## src/rtl/imem_load_if.sv

```systemverilog
// imem_load_if: byte-receiver input and instruction-memory write-port bundle for imem_load_controller
interface imem_load_if #(parameter int ADDR_W = 6) ();
  logic [7:0]        rx_data;
  logic              rx_valid;
  logic              rx_ready;
  logic              mem_we;
  logic [ADDR_W-1:0] mem_waddr;
  logic [31:0]       mem_wdata;
  modport master (input rx_data, rx_valid, output rx_ready, mem_we, mem_waddr, mem_wdata);
  modport slave (output rx_data, rx_valid, input rx_ready, mem_we, mem_waddr, mem_wdata);
endinterface

```

## src/rtl/imem_load_controller.sv

```systemverilog
// imem_load_controller: packs a marker-framed byte stream MSB-first into words and writes them to instruction memory
// Optional IMEM_CSUM_EN adds a trailing checksum byte check and the csum_err output.
module imem_load_controller #(
  parameter int         ADDR_W     = 6,
  parameter logic [7:0] START_BYTE = 8'hFE,
  parameter logic [7:0] END_BYTE   = 8'hFF
) (
  input  logic              clk,
  input  logic              reset,
  imem_load_if.master       bus,
  output logic              cpu_hold,
  output logic              load_done,
  output logic [ADDR_W:0]   word_count,
  output logic              overflow_err
`ifdef IMEM_CSUM_EN
  ,
  output logic              csum_err
`endif
);
  typedef enum logic [2:0] {S_IDLE, S_LOAD, S_FLUSH, S_CSUM, S_DONE} state_t;
  localparam logic [ADDR_W:0] DEPTH = {1'b1, {ADDR_W{1'b0}}};
  state_t            r_state, w_next;
  logic [1:0]        r_lane;
  logic [31:0]       r_word;
  logic [ADDR_W:0]   r_count;
  logic              r_ovf, r_we;
  logic [ADDR_W-1:0] r_waddr;
  logic [31:0]       r_wdata;
  logic [7:0]        r_sum;
  logic              r_csum_err;
  logic              w_acc, w_start, w_end, w_data, w_open;
  assign bus.rx_ready = !reset && r_state != S_FLUSH;
  assign w_acc        = bus.rx_valid && bus.rx_ready;
  assign w_start      = bus.rx_data == START_BYTE;
  assign w_end        = bus.rx_data == END_BYTE;
  assign w_open       = w_acc && w_start && (r_state == S_IDLE || r_state == S_DONE);
  assign w_data       = w_acc && !w_end && r_state == S_LOAD;
  assign bus.mem_we    = r_we;
  assign bus.mem_waddr = r_waddr;
  assign bus.mem_wdata = r_wdata;
  assign cpu_hold      = r_state != S_DONE;
  assign load_done     = r_state == S_DONE;
  assign word_count    = r_count;
  assign overflow_err  = r_ovf;
`ifdef IMEM_CSUM_EN
  assign csum_err      = r_csum_err;
`endif
  always_ff @(posedge clk)
    r_state <= reset ? S_IDLE : w_next;
  always_comb begin
    w_next = r_state;
    case (r_state)
      S_IDLE, S_DONE: w_next = w_open ? S_LOAD : r_state;
      S_LOAD:         w_next = (w_acc && w_end) ? S_FLUSH : S_LOAD;
`ifdef IMEM_CSUM_EN
      S_FLUSH:        w_next = S_CSUM;
      S_CSUM:         w_next = w_acc ? S_DONE : S_CSUM;
`else
      S_FLUSH:        w_next = S_DONE;
`endif
      default:        w_next = S_IDLE;
    endcase
  end
  // A new word always starts from zero so a flushed partial word has zeroed low lanes.
  always_ff @(posedge clk) begin
    if (reset) begin
      r_lane     <= '0;
      r_word     <= '0;
      r_count    <= '0;
      r_ovf      <= 1'b0;
      r_we       <= 1'b0;
      r_waddr    <= '0;
      r_wdata    <= '0;
      r_sum      <= '0;
      r_csum_err <= 1'b0;
    end else begin
      r_we <= 1'b0;
      if (w_open) begin
        r_lane     <= '0;
        r_word     <= '0;
        r_count    <= '0;
        r_ovf      <= 1'b0;
        r_sum      <= '0;
        r_csum_err <= 1'b0;
      end
      if (w_data) begin
        r_sum <= r_sum + bus.rx_data;
        if (r_count == DEPTH)
          r_ovf <= 1'b1;
        else if (r_lane == 2'd3) begin
          r_we    <= 1'b1;
          r_waddr <= r_count[ADDR_W-1:0];
          r_wdata <= {r_word[31:8], bus.rx_data};
          r_count <= r_count + 1'b1;
          r_lane  <= '0;
        end else begin
          if (r_lane == 2'd0)
            r_word <= {bus.rx_data, 24'h0};
          else
            r_word[{~r_lane, 3'b000} +: 8] <= bus.rx_data;
          r_lane <= r_lane + 1'b1;
        end
      end
      if (r_state == S_LOAD && w_acc && w_end && r_lane != 2'd0 && !r_ovf) begin
        r_we    <= 1'b1;
        r_waddr <= r_count[ADDR_W-1:0];
        r_wdata <= r_word;
        r_count <= r_count + 1'b1;
        r_lane  <= '0;
      end
      if (r_state == S_CSUM && w_acc)
        r_csum_err <= bus.rx_data != r_sum;
    end
  end
endmodule

```

## src/flat_wrapper.sv

```systemverilog
// flat-port wrapper written by rule: the top's interface ports become plain ports
module imem_load_controller_flat 
#(
  parameter int         ADDR_W     = 6,
  parameter logic [7:0] START_BYTE = 8'hFE,
  parameter logic [7:0] END_BYTE   = 8'hFF
)
  (clk, reset, cpu_hold, load_done, word_count, overflow_err, bus_rx_data, bus_rx_valid, bus_rx_ready, bus_mem_we, bus_mem_waddr, bus_mem_wdata);
  imem_load_if #(.ADDR_W(ADDR_W)) bus_i ();
  input  logic clk;
  input  logic reset;
  output logic cpu_hold;
  output logic load_done;
  output logic [ADDR_W:0] word_count;
  output logic overflow_err;
  input wire logic [$bits(bus_i.rx_data)-1:0] bus_rx_data;
  input wire logic [$bits(bus_i.rx_valid)-1:0] bus_rx_valid;
  output wire logic [$bits(bus_i.rx_ready)-1:0] bus_rx_ready;
  output wire logic [$bits(bus_i.mem_we)-1:0] bus_mem_we;
  output wire logic [$bits(bus_i.mem_waddr)-1:0] bus_mem_waddr;
  output wire logic [$bits(bus_i.mem_wdata)-1:0] bus_mem_wdata;
  assign bus_i.rx_data = bus_rx_data;
  assign bus_i.rx_valid = bus_rx_valid;
  assign bus_rx_ready = bus_i.rx_ready;
  assign bus_mem_we = bus_i.mem_we;
  assign bus_mem_waddr = bus_i.mem_waddr;
  assign bus_mem_wdata = bus_i.mem_wdata;
  imem_load_controller #(.ADDR_W(ADDR_W), .START_BYTE(START_BYTE), .END_BYTE(END_BYTE)) u_core (.clk(clk), .reset(reset), .bus(bus_i), .cpu_hold(cpu_hold), .load_done(load_done), .word_count(word_count), .overflow_err(overflow_err));
endmodule
```

## config.mk

```make
export PLATFORM = sky130hd
export DESIGN_NAME = imem_load_controller_flat
export DESIGN_NICKNAME = d
export VERILOG_FILES = /design/src/rtl/imem_load_if.sv /design/src/rtl/imem_load_controller.sv /design/src/flat_wrapper.sv
export SDC_FILE = /design/constraint.sdc
export NUM_CORES = 1
export LEC_CHECK = 0
export BUFFER_PORTS_ARGS = -buffer_cell sky130_fd_sc_hd__buf_2
export CAP_MARGIN = 10
export CELL_PAD_IN_SITES_DETAIL_PLACEMENT = 0
export CELL_PAD_IN_SITES_GLOBAL_PLACEMENT = 2
export CORE_ASPECT_RATIO = 0.75
export CORE_MARGIN = 2
export CORE_UTILIZATION = 36
export CTS_CLUSTER_DIAMETER = 200
export DETAILED_ROUTE_END_ITERATION = 7
export PLACE_DENSITY = 0.89
export SLEW_MARGIN = 20
export SYNTH_ARGS = -nofsm -noshare
export SYNTH_HDL_FRONTEND = slang
export SYNTH_SLANG_ARGS = --single-unit
```

## constraint.sdc

```tcl
create_clock -name clk -period 3 [get_ports clk]
set_clock_uncertainty 0.1 [all_clocks]
set_input_delay 0.6 -clock clk [delete_from_list [all_inputs] [get_ports clk]]
set_output_delay 0.6 -clock clk [all_outputs]
set_load 0.03 [all_outputs]
```

==> results.toml, run 1 <==
[timing]
finalCritPeriodShare_pct = 77.0
hold_viol = 0
fin_tns_setup_ps = 0
period_needed_ps = 2310
setup_violations = 0
maxSlewViolCount = 0
whs_ps = 346
rsz0062_at_grt = "false"
worst_slew_pin_slew_ps = 724
fmax_mhz = 433
maxSlewHeadroom_pct = 51.7

[synth]
synthDistinctLibCells = 49
ys.flop_type = "dfxtp_1"
synth-seq-cells = 84
synth.top_cell.area_share_pct = 49.1
yosys_warnings = 0
synth_edf_count = 0
synth_cells = 367
synth_area_leaders = "dfxtp_1 (49%), o21ai_0 (5.7%), a21oi_1 (5.6%)"
synth_area_um2 = 3420
avgSynthCellArea_um2 = 9.33
ys_seq_area_share_pct = 49.1
synth-async-reset-ratio_pct = 0
synth_nets = 385
synth_top_area_cell = "dfxtp_1"

[floorplan]
die_area_um2 = 10300
initial_core_util_pct = 37.4
die_width_um = 117
io_pins = 61
die_h_um = 88.5
rows = 30
coreArea_um2 = 9160

[clocking]
cts_buffers = 9
post_cts_buffers = 0
clock_latency_ps = 340
clockRootBuffer = "clkbuf_16"
post_cts_resized = 0
htreeDepth = 3
cts_tree = "done"
clk_pin_slew_ps = 70
clk_path_buf_depth = 2
cts_sinks = 84
ctsHoldBuffers = 0

[placed_design]
port_buffers = 60
hpwl_um = 5980
post-place-cells = 537
place_congestion = 0.828

[global_route]
grt_first_pass_wirelength_um = 14100
grt_max_degree = 47
grt_use_total_pct = 18.1
grt_overflow = 0
grt_pass1_vias = 2667
grt_antenna_before_repair = 0

[flow_run]
max_cap_viol_count = 0

[route]
vias = 2847
drc = 0
first_pass_iters = 4
totalWireLength_um = 8740
routed_via_density = 5.15
drtAntennaViolNets = 0
dr.first_iter.drc_count = 197
routedWlPerCell_um = 15.8

[critical_path]
critPathArrivalTime_ps = 2430
worstSetupEndpointType = "flip-flop"
endpoint = "u_core.word_count[6]$_SDFF_PP0_"
r2r_slack_ps = 690
cp_slowest_cell = "and3_4"
r2r-end = "u_core.word_count[6]$_SDFF_PP0_"
worstRegToRegCells = 6
path_max_fanout = 40
crit_path_max_incr_delay_ps = 540
startpoint = "u_core.r_lane[0]$_SDFF_PP0_"
worstPathRequired_ps = 3120
critPathLaunchType = "flip-flop"
critPathKind = "flip-flop to flip-flop"
worstPathCellList = "ha_1 > inv_1 > a31oi_1 > and3_4 > nor3_4 > a221o_1"
reg2reg_from = "u_core.r_lane[0]$_SDFF_PP0_"

[layout]
multi_input_area_um2 = 1600
fin_nets = 438
layout-drive-gt1-share_pct = 22.8
nFillCells = 928
diodes = 0
seq_area_um2 = 1680
area_growth_pct = 21.8
utilization_pct = 45.5
layout.cells.non_filler = 553

[pwr]
p_leak_nw = 1.69
power.total_mw = 2.43
p_per_area_nw_per_um2 = 583
ir_worst_vdd_mv = 0.298

[run_status]
status = "finished, final reports clean"

[worst_hold_path]
hold_path_class = "flip-flop to flip-flop"
-- routing by layer --
metal  vias to the layer above  share of wire (%)  GRT usage [%]
met3                         6                5.5           4.66
li1                       1426                  -              -
met2                        83                 43           26.4
met5                         -                  0              0
met1                      1332                 51           26.6
met4                         0               0.69           4.49
-- final cells by class --
| cell class | count | share of cell area (%) |
|---|---|---|
| Sequential cell | 84 | 40.3 |
| Inverter | 7 | 0.630 |
| Clock inverter | 6 | 2.67 |
| Multi-Input combinational cell | 251 | 38.3 |
| Timing Repair Buffer | 67 | 8.76 |
| Clock buffer | 10 | 5.49 |
| Tap cell | 128 | 3.84 |
-- how the worst min path moves through the flow --
stage / slack (ps) / to / cells past startpoint / start
after floorplan: 320 / u_core.bus.mem_wdata[0]$_SDFFE_PP0P_ / 2 / u_core.r_word[0]$_SDFF_PP0_
after global placement: 330 / u_core.bus.mem_wdata[7]$_SDFFE_PP0P_ / 2 / u_core.r_word[7]$_SDFF_PP0_
after detailed placement: 330 / u_core.bus.mem_wdata[4]$_SDFFE_PP0P_ / 2 / u_core.r_word[4]$_SDFF_PP0_
after CTS: 350 / u_core.bus.mem_wdata[7]$_SDFFE_PP0P_ / 2 / u_core.r_word[7]$_SDFF_PP0_
after global routing: 390 / u_core.bus.mem_waddr[4]$_SDFFE_PP0P_ / 2 / u_core.bus.mem_waddr[4]$_SDFFE_PP0P_
final: 350 / u_core.bus.mem_wdata[7]$_SDFFE_PP0P_ / 2 / u_core.r_word[7]$_SDFF_PP0_
-- cell usage in the layout, fill, tap and decap left out, types with 3 or more instances in the layout --
master / count
nand2_1: 23
buf_4: 6
o21ai_0: 39
buf_2: 60
dfxtp_1: 84
ha_1: 7
nand2b_1: 7
a221o_1: 3
nor2_1: 7
nor3_1: 3
nand3_1: 38
clkbuf_16: 9
bufinv_16: 3
and2_1: 10
or2_2: 4
a21oi_1: 38
inv_1: 7
or2b_1: 4
a22o_1: 19
mux2i_1: 15
-- power by group --
part / total, mW / leakage (nW) / internal, mW / switching [mW]
Combinational: 0.0548 / 0.855 / 0.0144 / 0.0404
Clock: 1.26 / 0.163 / 0.815 / 0.444
Sequential: 1.12 / 0.676 / 1.12 / 0.0000416
-- critical path, delay by kind of cell, from the launching register on --
| family | cells | cell delay [ps] |
|---|---|---|
| flops | 1 | 450 |
| compound gates | 2 | 620 |
| simple gates | 2 | 660 |
| fa+ha+maj | 1 | 290 |
| buf+inv | 1 | 70 |
-- synth_stat cells, types with 2 or more instances --
master    count
buf_6         2
inv_1         7
nand2_1      23
clkbuf_1     14
dfxtp_1      84
nand2b_1      7
a211oi_1      2
nand4_1       2
o21ai_0      39
nor2b_1       2
a21oi_1      38
nor2_1        7
xnor2_1       2
and3_1        2
ha_1          7
buf_2         6
a221o_1       3
or2_2         4
buf_1         2
or2b_1        4
and4_1        2
nand3_1      38
a22o_1       19
and2_1       10
mux2i_1      15
nor3_1        3
-- through the flow --
| step | cell area [um^2] | setup WS [ps] |
|---|---|---|
| 2_1_floorplan | 3420 | 715 |
| 3_3_place_gp | 3830 | 442 |
| 6_report | 4170 | 689 |
| 5_1_grt | 4170 | 485 |
| 4_1_cts | 4170 | 677 |
| 3_5_place_dp | 3830 | 417 |
-- sequential cells by signal, indices dropped and copies added, names as in the netlist --
| register | cells |
|---|---|
| u_core.bus.mem_wdata | 32 |
| u_core.r_word | 32 |
| u_core.word_count | 7 |
| u_core.bus.mem_waddr | 6 |
| u_core.r_state | 3 |
| u_core.r_lane | 2 |
| u_core.bus.mem_we | 1 |
| u_core.overflow_err | 1 |
-- logic make-up after synthesis --
logic type      Yosys count  share of synthesized area (%)
simple gates            122                           20.8
compound gates          105                           18.3
flops                    84                           49.1
buf+inv                  32                           4.28
mux                      15                           4.39
fa+ha+maj                 7                           2.56
xor+xnor                  2                          0.512
(Power assumes the default switching activity.)
==> inputs of run 2 (changes only) <==
- CORE_UTILIZATION: 36 -> 30
- PLACE_DENSITY: 0.89 -> 0.8
- clock period: 3 -> 2.1 ns (I/O delays scaled with it)
==> run 2 against run 1 <==
Against the previous run:
- die area grew 19%
- sequential share of layout area shrank 2.9 points
- register-to-register slack lost 590 ps
- clock power grew 26%
- non-clock buffer count grew 35
- highest routed layer unchanged
- design area grew 8.0%
==> results.toml, run 2 (synthesized netlist as in run 1, its figures left out) <==
[worst_hold_path]
hold_path_class = "input port to flip-flop"
hold_path_depth = 4
hold_path.startpoint = "bus_rx_valid"
min_delay_worst_endpoint = "u_core.r_state[0]$_SDFFE_PP0P_"

[clocking]
htreeDepth = 3
clock_latency_ps = 340
ctsHoldBuffers = 0
cts_tree = "done"
cts_sinks = 84
clk_path_buf_depth = 2
clockRootBuffer = "clkbuf_16"
clk_pin_slew_ps = 60
cts_buffers = 9

[route]
routedWlPerCell_um = 15.5
drc = 0
first_pass_iters = 4
routed_via_density = 5.08
dr.first_iter.drc_count = 130
vias = 3050
drtAntennaViolNets = 0
totalWireLength_um = 9280

[global_route]
grt_first_pass_wirelength_um = 14700
grt_antenna_before_repair = 0
grt_overflow = 0
grt_use_total_pct = 15.6
grt_pass1_vias = 2806
grt_max_degree = 29

[flow_run]
max_cap_viol_count = 0

[floorplan]
coreArea_um2 = 11000
io_pins = 61
initial_core_util_pct = 31.1
die_area_um2 = 12300
die_width_um = 127
rows = 33
die_h_um = 96.5

[critical_path]
r2r_slack_ps = 90
worstSetupEndpointType = "flip-flop"
worstPathRequired_ps = 2280
critPathKind = "flip-flop to flip-flop"
r2r-end = "u_core.r_word[16]$_SDFF_PP0_"
critPathLaunchType = "flip-flop"
critPathArrivalTime_ps = 2190
path_max_fanout = 8
worstRegToRegCells = 7
reg2reg_from = "u_core.word_count[4]$_SDFF_PP0_"

[pwr]
p_per_area_nw_per_um2 = 728
ir_worst_vdd_mv = 0.420
intPower_mw = 2.55
pwr-share-comb_pct = 3.0
clock_power_share_pct = 48.5
seq_power_share_pct = 48.6
p_leak_nw = 1.87
sw_frac_of_total_pct = 22.1
p_switching_mw = 0.725

[layout]
final_cell_mix = "dfxtp_1 (82), buf_2 (60), o21ai_0 (39), nand3_1 (38), buf_4 (37)"
layout.cells.non_filler = 600
diodes = 0
fin_nets = 473
final_common_cell = "dfxtp_1"
layout-drive-gt1-share_pct = 31.5
area_growth_pct = 31.5

[timing]
maxSlewHeadroom_pct = 57.2
finalCritPeriodShare_pct = 95.5
period_needed_ps = 2010
maxSlewViolCount = 0
whs_ps = 305
setup_violations = 0
rsz0062_at_grt = "true"
fin_ws_ps = 94.2
worst_slew_pin_slew_ps = 641
fmax_mhz = 499
fin_tns_setup_ps = 0
hold_viol = 0

[placed_design]
place_congestion = 0.802
port_buffers = 60
pre_cts_slack_ps = -197
hpwl_um = 6840
post-place-cells = 581

[run_status]
status = "finished, final reports clean"
run 2: cell count changes in the layout (fill, tap and decap cells not counted), sizes merged:
cell,previous run,this run
clkinv,1,3
clkinvlp,1,2
bufinv,3,1
clkbuf,10,9
buf,67,102
run 2: worst max-delay path by stage:
stage                                    startpoint                               to  slack, ps  cells past startpoint
CTS                  u_core.r_state[0]$_SDFFE_PP0P_     u_core.r_word[17]$_SDFF_PP0_         10                      5
floorplan           u_core.word_count[0]$_SDFF_PP0_      u_core.r_lane[0]$_SDFF_PP0_         30                      6
detailed placement                   bus_rx_data[5]  u_core.word_count[2]$_SDFF_PP0_       -200                      6
global route        u_core.word_count[4]$_SDFF_PP0_     u_core.r_word[18]$_SDFF_PP0_        -30                      7
finish              u_core.word_count[4]$_SDFF_PP0_     u_core.r_word[16]$_SDFF_PP0_         90                      7
global placement                     bus_rx_data[5]  u_core.word_count[2]$_SDFF_PP0_       -110                      6
run 2: area by class of cell:
class / instances / area (um^2)
Clock buffer: 9 / 225
Clock inverter: 7 / 76.3
Fill cell: 1119 / 6520
Inverter: 7 / 26.3
Multi-Input combinational cell: 251 / 1640
Sequential cell: 84 / 1680
Tap cell: 140 / 175
Timing Repair Buffer: 102 / 678
run 2: repair_timing:
item,4_1_cts,5_1_grt
endpoints found under the setup margin,0,58
gates resized for setup,0,15
buffers inserted,0,3
run 2: critical path: stages, from the launching register on:
cell     delay [ps]
dfxtp_1         320
nor4_2          350
buf_4           180
and3_2          250
nor4_4           60
buf_4           180
a21oi_2         320
a22o_1          190
run 2: through the flow:
step                      cell area (um^2)  power [mW]  util (%)
final                                 4500        3.28      40.8
after global routing                  4500        3.39      40.8
after CTS                             4440        3.32      40.2
after detailed placement              4130        1.73      37.5
after global placement                4130        1.73      37.5
after floorplan                       3420        1.67         -
run 2: per-layer routing:
layer	global-route usage (%)	share of wire, %	up-vias
met5	0	0	-
met4	6.14	1.8	0
met3	4.19	6.1	16
met2	22.4	41	94
met1	22.2	51	1445
li1	-	-	1495
run 2: power groups by stage:
stage | sequential, mW | combinational (mW) | clock (mW)
6_report | 1.59 | 0.0970 | 1.59
5_1_grt | 1.59 | 0.107 | 1.69
4_1_cts | 1.59 | 0.0964 | 1.63
3_5_place_dp | 1.63 | 0.0963 | 0
3_3_place_gp | 1.63 | 0.0964 | 0
2_1_floorplan | 1.63 | 0.0395 | 0
